`config.mk`:
```
export PLATFORM = sky130hd
export DESIGN_NAME = if_id_fetch_queue
export DESIGN_NICKNAME = d
export VERILOG_FILES = /design/src/rtl/if_id_fetch_queue.sv
export SDC_FILE = /design/constraint.sdc
export NUM_CORES = 1
export LEC_CHECK = 0
export ABC_AREA = 1
export CELL_PAD_IN_SITES_DETAIL_PLACEMENT = 2
export CELL_PAD_IN_SITES_GLOBAL_PLACEMENT = 2
export CORE_UTILIZATION = 41
export CTS_CLUSTER_DIAMETER = 200
export CTS_CLUSTER_SIZE = 24
export DETAILED_ROUTE_END_ITERATION = 16
export PLACE_DENSITY = 0.87
export SYNTH_ARGS = -nofsm -noshare
export SYNTH_HDL_FRONTEND = slang
export SYNTH_SLANG_ARGS = --single-unit
```
`constraint.sdc`:
```
create_clock -name clk -period 15.1 [get_ports clk]
set_clock_uncertainty 0.05 [all_clocks]
set_input_delay 4.53 -clock clk [delete_from_list [all_inputs] [get_ports clk]]
set_output_delay 4.53 -clock clk [all_outputs]
set_load 0.05 [all_outputs]
```
`src/rtl/if_id_fetch_queue.sv`:
```
// IF->ID fetch queue: small FIFO of {inst, pc, pc4} bundles that decouples a
// decode stall from fetch and drops every buffered wrong-path bundle on flush.
package if_stage_pkg;
  typedef struct packed {
    logic [31:0] inst;
    logic [31:0] pc;
    logic [31:0] pc4;
  } if_stage_out_t;
endpackage

module if_id_fetch_queue
  import if_stage_pkg::*;
#(
  parameter int DEPTH = 4,
  parameter int CNT_W = $clog2(DEPTH + 1)
) (
  input  logic             clk,
  input  logic             arst_n,
  input  logic             flush_i,
  input  logic             in_valid_i,
  output logic             in_ready_o,
  input  logic [95:0]      in_data_i,
  output logic             out_valid_o,
  input  logic             out_ready_i,
  output logic [95:0]      out_data_o,
  output logic [CNT_W-1:0] count_o
);

  localparam int PTR_W = $clog2(DEPTH);

  if_stage_out_t    mem [DEPTH];
  logic [PTR_W-1:0] wr_ptr, rd_ptr;
  logic [CNT_W-1:0] count;
  logic             full, push, pop;

  assign full        = (count == CNT_W'(DEPTH));
  // No pass-through when full: a pop frees a slot only from the next cycle.
  assign in_ready_o  = !full && !flush_i;
  assign out_valid_o = (count != '0);
  assign push        = in_valid_i && in_ready_o;
  assign pop         = out_valid_o && out_ready_i && !flush_i;
  assign count_o     = count;
  assign out_data_o  = out_valid_o ? mem[rd_ptr] : '0;

  // Storage is not reset; out_data_o is masked while empty instead.
  always_ff @(posedge clk) begin
    if (push) mem[wr_ptr] <= in_data_i;
  end

  always_ff @(posedge clk or negedge arst_n) begin
    if (!arst_n) begin
      wr_ptr <= '0;
      rd_ptr <= '0;
      count  <= '0;
    end else if (flush_i) begin
      wr_ptr <= '0;
      rd_ptr <= '0;
      count  <= '0;
    end else begin
      if (push) wr_ptr <= wr_ptr + PTR_W'(1);
      if (pop)  rd_ptr <= rd_ptr + PTR_W'(1);
      case ({push, pop})
        2'b10:   count <= count + CNT_W'(1);
        2'b01:   count <= count - CNT_W'(1);
        default: count <= count;
      endcase
    end
  end

  a_count_bound: assert property (@(posedge clk) disable iff (!arst_n)
    count <= CNT_W'(DEPTH));
  a_empty_invalid: assert property (@(posedge clk) disable iff (!arst_n)
    (count == '0) |-> !out_valid_o);

endmodule

```
## Yosys cells after proc, flatten, opt, wreduce, memory -nomap -nowiden

Memories as Yosys holds them, arrays and structs flattened.
Cells that the tools add are included.

| word-level totals | value |
|---|---|
| word-level logic and storage cells | 30 |
| memories kept | 1 |
| bits in writable memories | 384 |
| bits in latches | 0 |
| ROM bits | 0 |
| register bits after elaboration | 7 |
| output and inout bits | 101 |

Memory list:

| memory | depth | width | rd ports | clocked after Yosys merged registers in | wr ports | line | source |
|---|---|---|---|---|---|---|---|
| mem | 4 | 96 | 1 | 0 | 1 | 31 | `if_stage_out_t mem [DEPTH];` |

| operators by class | value |
|---|---|
| $mul | 0 |
| reductions and logical operators | 10 |
| divide/modulo/power cells | 0 |
| bitwise logic cells | 0 |
| shifts and indexed selects | 0 |
| order comparisons | 0 |
| eq/ne operators | 3 |
| add/sub/neg operators | 4 |
| multiplexer cells | 9 |

Operators with widths:

| operator | count |
|---|---|
| 96-bit 2-to-1 mux | 1 |
| 2-bit 2-to-1 mux | 4 |
| 3-bit one-hot mux with 2 select lines | 1 |
| 3-bit nonzero test | 2 |
| 2-bit by 1-bit adder with 2-bit output, second input constant | 2 |
| 1-bit logical AND | 4 |
| 2-bit nonzero test | 2 |
| 3-bit by 1-bit adder with 3-bit output, second input constant | 1 |
| 3-bit equality test, second input constant | 1 |
| 3-bit 2-to-1 mux | 1 |
| 3-bit by 1-bit subtractor with 3-bit output, second input constant | 1 |
| 2-bit by 1-bit equality test with 1-bit output, second input constant | 1 |
| 2-bit equality test, second input constant | 1 |
| 1-bit zero test | 2 |
| 1-bit 2-to-1 mux | 2 |

## Depth between registers and ports, before layout

Gate-level depths: netlist (run 1).

| logic depth | value |
|---|---|
| depth in word-level cells | 7 |
| depth in mapped cells | 13 |

## Worst setup path after synthesis (run 1)

No wires, ideal clock.

| path | value |
|---|---|
| path type | input port to output port |
| from | input port flush_i |
| to | output port in_ready_o |
| setup slack | 5511 ps |
| required time | 10520 ps |
| path buffers | 0 |
| arrival | 5009 ps |
| cell stages on the path | 1 |
| cell sequence | a21oi_2 |

| between the ends | value |
|---|---|
| cells in the longest elaborated chain, start to end | 2 |

Ends and longest elaborated chain:

| what | line | source |
|---|---|---|
| start, declared | 19 | `input logic flush_i,` |
| 1-bit zero test | 38 | `assign in_ready_o = !full && !flush_i;` |
| 1-bit logical AND | 38 |  |
| end, declared | 21 | `output logic in_ready_o,` |

Every way passes these cells.

## Final worst setup path (run 1)

Same ends and word-level chain as after synthesis.

==> results of run 1 <==
## layer usage
metal,up-vias,track usage (%)
met4,6,4.96
li1,4539,-
met2,195,42.8
met5,-,0
met3,53,4.47
met1,5093,27.0
## worst max-delay path: cells and delay by family
family,cells,cell delay [ps]
AOI/OAI and AO/OA,1,240
buffers and inverters,2,1390
## sequential cells by signal, summed over array words and instances (netlist names)
register  cells
count_o       3
mem         384
rd_ptr        2
wr_ptr        2
## synth_stat cells
cell type | n | area (µm²)
nand2_1 | 10 | 37.5
a21oi_1 | 98 | 490
buf_6 | 3 | 33.8
buf_2 | 30 | 150
o21ai_1 | 115 | 576
inv_1 | 9 | 33.8
nand3_4 | 1 | 17.5
xnor2_1 | 1 | 8.76
nor2_1 | 389 | 1460
nand3_1 | 7 | 35.0
clkbuf_1 | 24 | 90.1
o21ai_0 | 80 | 400
nand4_1 | 2 | 12.5
fa_1 | 1 | 20.0
nor2_4 | 2 | 22.5
ha_1 | 4 | 50.1
clkbuf_2 | 2 | 10.0
a21oi_2 | 2 | 17.5
nand2_4 | 3 | 33.8
inv_2 | 5 | 18.8
buf_4 | 15 | 113
dfrtp_1 | 7 | 175
edfxtp_1 | 384 | 11500
## cells in the final DEF (no fill, tap or decap), drive strengths merged, types with 7 or more instances in the layout
| cell type | instances |
|---|---|
| a21oi | 100 |
| buf | 14 |
| dfrtp | 7 |
| clkdlybuf4s50 | 201 |
| edfxtp | 384 |
| nand3 | 8 |
| nand2 | 13 |
| inv | 15 |
| clkbuf | 26 |
| nor2 | 391 |
| o21ai | 195 |
## area by class of cell
type | instances | area [µm²]
well taps | 468 | 586
fillers | 3483 | 18400
flip-flops and latches | 391 | 11700
inverters | 14 | 62.6
diodes | 3 | 7.51
multi-input cells | 715 | 3210
clock inverters | 2 | 36.3
clock buffers | 26 | 523
repair buffers | 215 | 2120
## power groups by stage
stage	clock (mW)	combinational, mW	sequential (mW)
after floorplan	0	0.406	1.27
after global placement	0	0.614	1.27
after detailed placement	0	0.636	1.28
after CTS	0.604	0.641	1.25
after global routing	0.630	0.670	1.26
final	0.584	0.631	1.25
## final timing paths
| kind | start | slack [ps] | cells after the start | endpoint |
|---|---|---|---|---|
| min in group asynchronous | arst_n | 4200 | 1 | rd_ptr[1] |
| max in group asynchronous | arst_n | 10510 | 1 | rd_ptr[0] |
| worst max-delay path | flush_i | 4360 | 3 | in_ready_o |
| worst max register to register | count_o[0] | 12240 | 6 | mem[1][31] |
| worst min register to register | wr_ptr[0] | 540 | 1 | wr_ptr[0] |
| worst min-delay path | wr_ptr[0] | 540 | 1 | wr_ptr[0] |
## logic make-up after synthesis
logic type	synth area share [%]
flops	76.3
simple gates	10.6
xor+xnor	0.0571
compound gates	9.68
fa+ha+maj	0.457
buf+inv	2.93
## stage by stage
stage / power [mW] / utilization [%] / instances / instance area [µm²]
after floorplan: 1.68 / - / 1194 / 15300
after global placement: 1.89 / 48.2 / 1803 / 17700
after detailed placement: 1.91 / 48.2 / 1803 / 17700
after CTS: 2.50 / 49.7 / 1831 / 18300
after global routing: 2.56 / 49.7 / 1832 / 18300
final: 2.47 / 49.8 / 1834 / 18300
==> results.json, run 1 <==
{
  "via_per_inst": 5.39,
  "io_pins": 202,
  "critPathMaxFanout": 5,
  "synthDistinctLibCells": 23,
  "drv_cap": 0,
  "wirelength_met1_mm": 17.6,
  "hpwl_mm": 26.7,
  "wl_met2_mm": 23.1,
  "rsz0062_at_grt": "no",
  "clockBufferDepth": 3,
  "h-tree-depth": 1,
  "grt_pass1_wl_mm": 66.6,
  "worstPathArrival_ps": 6160,
  "endpoint_kind": "output port",
  "die_w_um": 195,
  "ys_ff_latch": 391,
  "drt-total-wl_mm": 43.7,
  "cts_resized": 0,
  "die_area_um2": 38200,
  "drive_gt1_share_pct": 4.04,
  "post-route-period-util_pct": 71.1,
  "post-place-ws_ps": 4370,
  "leakage_nw": 5.97,
  "top_layer": "met5",
  "seq_power_share_pct": 50.8,
  "ant_nets": 0,
  "cts_hold_buf": 0,
  "slew_headroom_pct": 26.6,
  "cp_common_cell": "clkdlybuf4s50_1",
  "wl_met3_mm": 2.02,
  "sw_frac_of_total_pct": 32.7,
  "drtIter0Drc": 469,
  "cts_tree": "built",
  "synthesis.nets": 1300,
  "die_h_um": 195,
  "fp-row-count": 70,
  "synth.avg_cell_area_um2": 12.8,
  "cts_sinks": 391,
  "timing.hold.ws_ps": 541,
  "setup_total_negative_slack_ps": 0,
  "irDropWorstVdd_mv": 0.122,
  "cp_cell_sequence": "clkdlybuf4s50_1, a21oi_2, clkdlybuf4s50_1",
  "yosysSeqAreaShare_pct": 76.3,
  "crit_slowest_cell": "clkdlybuf4s50_1",
  "io_buffers": 201,
  "cellPowerDensity_nw_per_um2": 135,
  "hold_class": "flip-flop to flip-flop",
  "cts_buffers": 20,
  "worst_slew_pin_slew_ps": 1100,
  "report.final.slew_viol_count": 0,
  "clockPowerShare_pct": 23.7,
  "period_needed_ps": 10740,
  "critPathKind": "input port to output port",
  "num-nets-final": 1463,
  "core_um2": 36700,
  "comb_power_share_pct": 25.6,
  "status": "completed",
  "grt_pass1_vias": 11300,
  "clock_latency_ps": 540,
  "grt_usage_pct": 22.9,
  "overflow": 0,
  "area_delta_synth_final_pct": 19.0,
  "setup_ws_ps": 4360,
  "synth_area_um2": 15300,
  "intPower_mw": 1.66,
  "initial_utilization_pct": 41.8,
  "critPathRequiredTime_ps": 10520,
  "clk_pin_slew_worst_paths_ps": 100,
  "slowest_delay_ps": 830,
  "first_pass_iters": 4,
  "crit_path_start_kind": "input port",
  "ys_warn_count": 0,
  "route.detailed.drc": 0,
  "hold_violations": 0,
  "antenna_found_initial": 5,
  "wl_per_cell_um": 23.8,
  "netSwitchingPower_mw": 0.807,
  "fmax_mhz": 93.1,
  "cts_root_buffer": "clkbuf_16",
  "grt_start_max_net_pins": 102,
  "synthCells": 1194,
  "gp_congestion": 0.719,
  "vias": 9886,
  "setup_violations": 0,
  "post_cts_buffers": 0
}
Power figures use the tool's default switching activity.
==> inputs of run 2 (changes only) <==
--- a/config.mk
+++ b/config.mk
@@ -8,11 +8,11 @@
 export ABC_AREA = 1
 export CELL_PAD_IN_SITES_DETAIL_PLACEMENT = 2
 export CELL_PAD_IN_SITES_GLOBAL_PLACEMENT = 2
-export CORE_UTILIZATION = 41
+export CORE_UTILIZATION = 38
 export CTS_CLUSTER_DIAMETER = 200
 export CTS_CLUSTER_SIZE = 24
 export DETAILED_ROUTE_END_ITERATION = 16
-export PLACE_DENSITY = 0.87
+export PLACE_DENSITY = 0.82
 export SYNTH_ARGS = -nofsm -noshare
 export SYNTH_HDL_FRONTEND = slang
 export SYNTH_SLANG_ARGS = --single-unit
==> constraint.sdc (replaced) <==
create_clock -name clk -period 10.87 [get_ports clk]
set_clock_uncertainty 0.05 [all_clocks]
set_input_delay 3.261 -clock clk [delete_from_list [all_inputs] [get_ports clk]]
set_output_delay 3.261 -clock clk [all_outputs]
set_load 0.05 [all_outputs]
==> results.json, run 2 (synthesis results as in run 1) <==
{
  "status": "completed",
  "h-tree-depth": 1,
  "post-place-ws_ps": 2660,
  "wl_per_cell_um": 22.1,
  "setup_ws_ps": 2690,
  "die_w_um": 203,
  "first_pass_iters": 6,
  "grt_usage_pct": 20.6,
  "rrSetupSlack_ps": 7870,
  "report.final.slew_viol_count": 0,
  "fmax_mhz": 122,
  "slew_headroom_pct": 32.3,
  "r2r_cells": 6,
  "io_pins": 202,
  "io_buffers": 201,
  "vias": 9862,
  "irDropWorstVdd_mv": 0.161,
  "overflow": 0,
  "r2r_end": "mem[3][88]",
  "drtIter0Drc": 506,
  "seqCellArea_um2": 11700,
  "hpwl_mm": 24.7,
  "cts_hold_buf": 0,
  "worst_slew_pin_slew_ps": 1020,
  "endpoint_kind": "output port",
  "die_area_um2": 41200,
  "cts_tree": "built",
  "n_fill_cell": 3924,
  "worstPathArrival_ps": 4870,
  "crit_path_start_kind": "input port",
  "grt_pass1_wl_mm": 64.7,
  "initial_utilization_pct": 38.6,
  "core_um2": 39700,
  "regMostFlops": "mem",
  "multiInputGateArea_um2": 3210,
  "fp-row-count": 73,
  "setup_violations": 0,
  "drive_gt1_share_pct": 4.01,
  "worst_setup_path_startpoint": "flush_i",
  "drt-total-wl_mm": 42.0,
  "clockBufferDepth": 3,
  "die_h_um": 203,
  "placed_cells": 1860,
  "grt_pass1_vias": 11100,
  "critPathRequiredTime_ps": 7560,
  "crit_end": "in_ready_o",
  "final_common_cell": "nor2_1",
  "num-nets-final": 1463,
  "area_delta_synth_final_pct": 19.7,
  "clk_pin_slew_worst_paths_ps": 90,
  "route.detailed.drc": 0,
  "critPathKind": "input port to output port",
  "hold_class": "flip-flop to flip-flop",
  "cellPowerDensity_nw_per_um2": 187,
  "gp_congestion": 0.729,
  "largest_reg_flops": 384,
  "drv_cap": 0,
  "cts_root_buffer": "clkbuf_16",
  "layout_common_cells": "385 x nor2_1, 384 x edfxtp_1, 201 x clkdlybuf4s50_1, 115 x o21ai_1, 98 x a21oi_1",
  "critPathMaxFanout": 5,
  "cts_sinks": 391,
  "post-route-period-util_pct": 75.2,
  "ant_nets": 0,
  "rsz0062_at_grt": "no",
  "antenna_found_initial": 2,
  "hold_violations": 0,
  "total_power_mw": 3.44,
  "setup_total_negative_slack_ps": 0,
  "via_per_inst": 5.20,
  "period_needed_ps": 8180,
  "grt_start_max_net_pins": 112,
  "post_cts_buffers": 0,
  "clock_latency_ps": 530,
  "reg2reg_from": "count_o[0]",
  "cts_buffers": 20,
  "leakage_nw": 5.99,
  "fin_cells": 1897,
  "cts_resized": 0
}
run 2: changes by cell type in the layout (fill, tap and decap cells not counted):
cell | previous run | this run
diode_2 | 3 | 1
clkbuf_16 | 20 | 21
clkinv_8 | 1 | 0
clkbuf_1 | 6 | 14
run 2: how the worst min path moves through the flow:
stage	from	to	slack [ps]	cells past startpoint
2_1_floorplan	wr_ptr[0]	wr_ptr[0]	460	1
3_3_place_gp	wr_ptr[0]	wr_ptr[0]	500	1
3_5_place_dp	wr_ptr[0]	wr_ptr[0]	520	1
4_1_cts	wr_ptr[0]	wr_ptr[0]	530	1
5_1_grt	wr_ptr[0]	wr_ptr[0]	600	1
6_report	wr_ptr[0]	wr_ptr[0]	520	1
run 2: area by class of cell:
| type | count | area share [%] |
|---|---|---|
| well taps | 525 | 3.58 |
| clock buffers | 35 | 3.15 |
| repair buffers | 215 | 11.5 |
| diodes | 1 | 0.0136 |
| flip-flops and latches | 391 | 63.8 |
| clock inverters | 1 | 0.109 |
| inverters | 14 | 0.341 |
| multi-input cells | 715 | 17.5 |
run 2: worst max-delay path: stages:
cell             delay, ps
clkdlybuf4s50_1        550
a21oi_2                230
clkdlybuf4s50_1        830
run 2: power breakdown:
| group | internal (mW) | leakage (nW) | switching (mW) |
|---|---|---|---|
| clock network | 0.371 | 0.285 | 0.463 |
| logic | 0.250 | 2.13 | 0.616 |
| registers | 1.71 | 3.58 | 0.0311 |
| total | 2.33 | 5.99 | 1.11 |
run 2: stage by stage:
stage                     hold WS (ps)  util (%)  instance area [µm²]
after CTS                          530      46.2                18400
after floorplan                    463         -                15300
after global routing               596      46.2                18400
after global placement             502      44.7                17800
after detailed placement           524      44.7                17800
final                              524      46.2                18400
run 2: routing by layer:
metal	track usage [%]	routed length (µm)
met5	0	17
met4	5.59	925
met3	3.56	1710
met2	38.6	22500
met1	24.2	16900
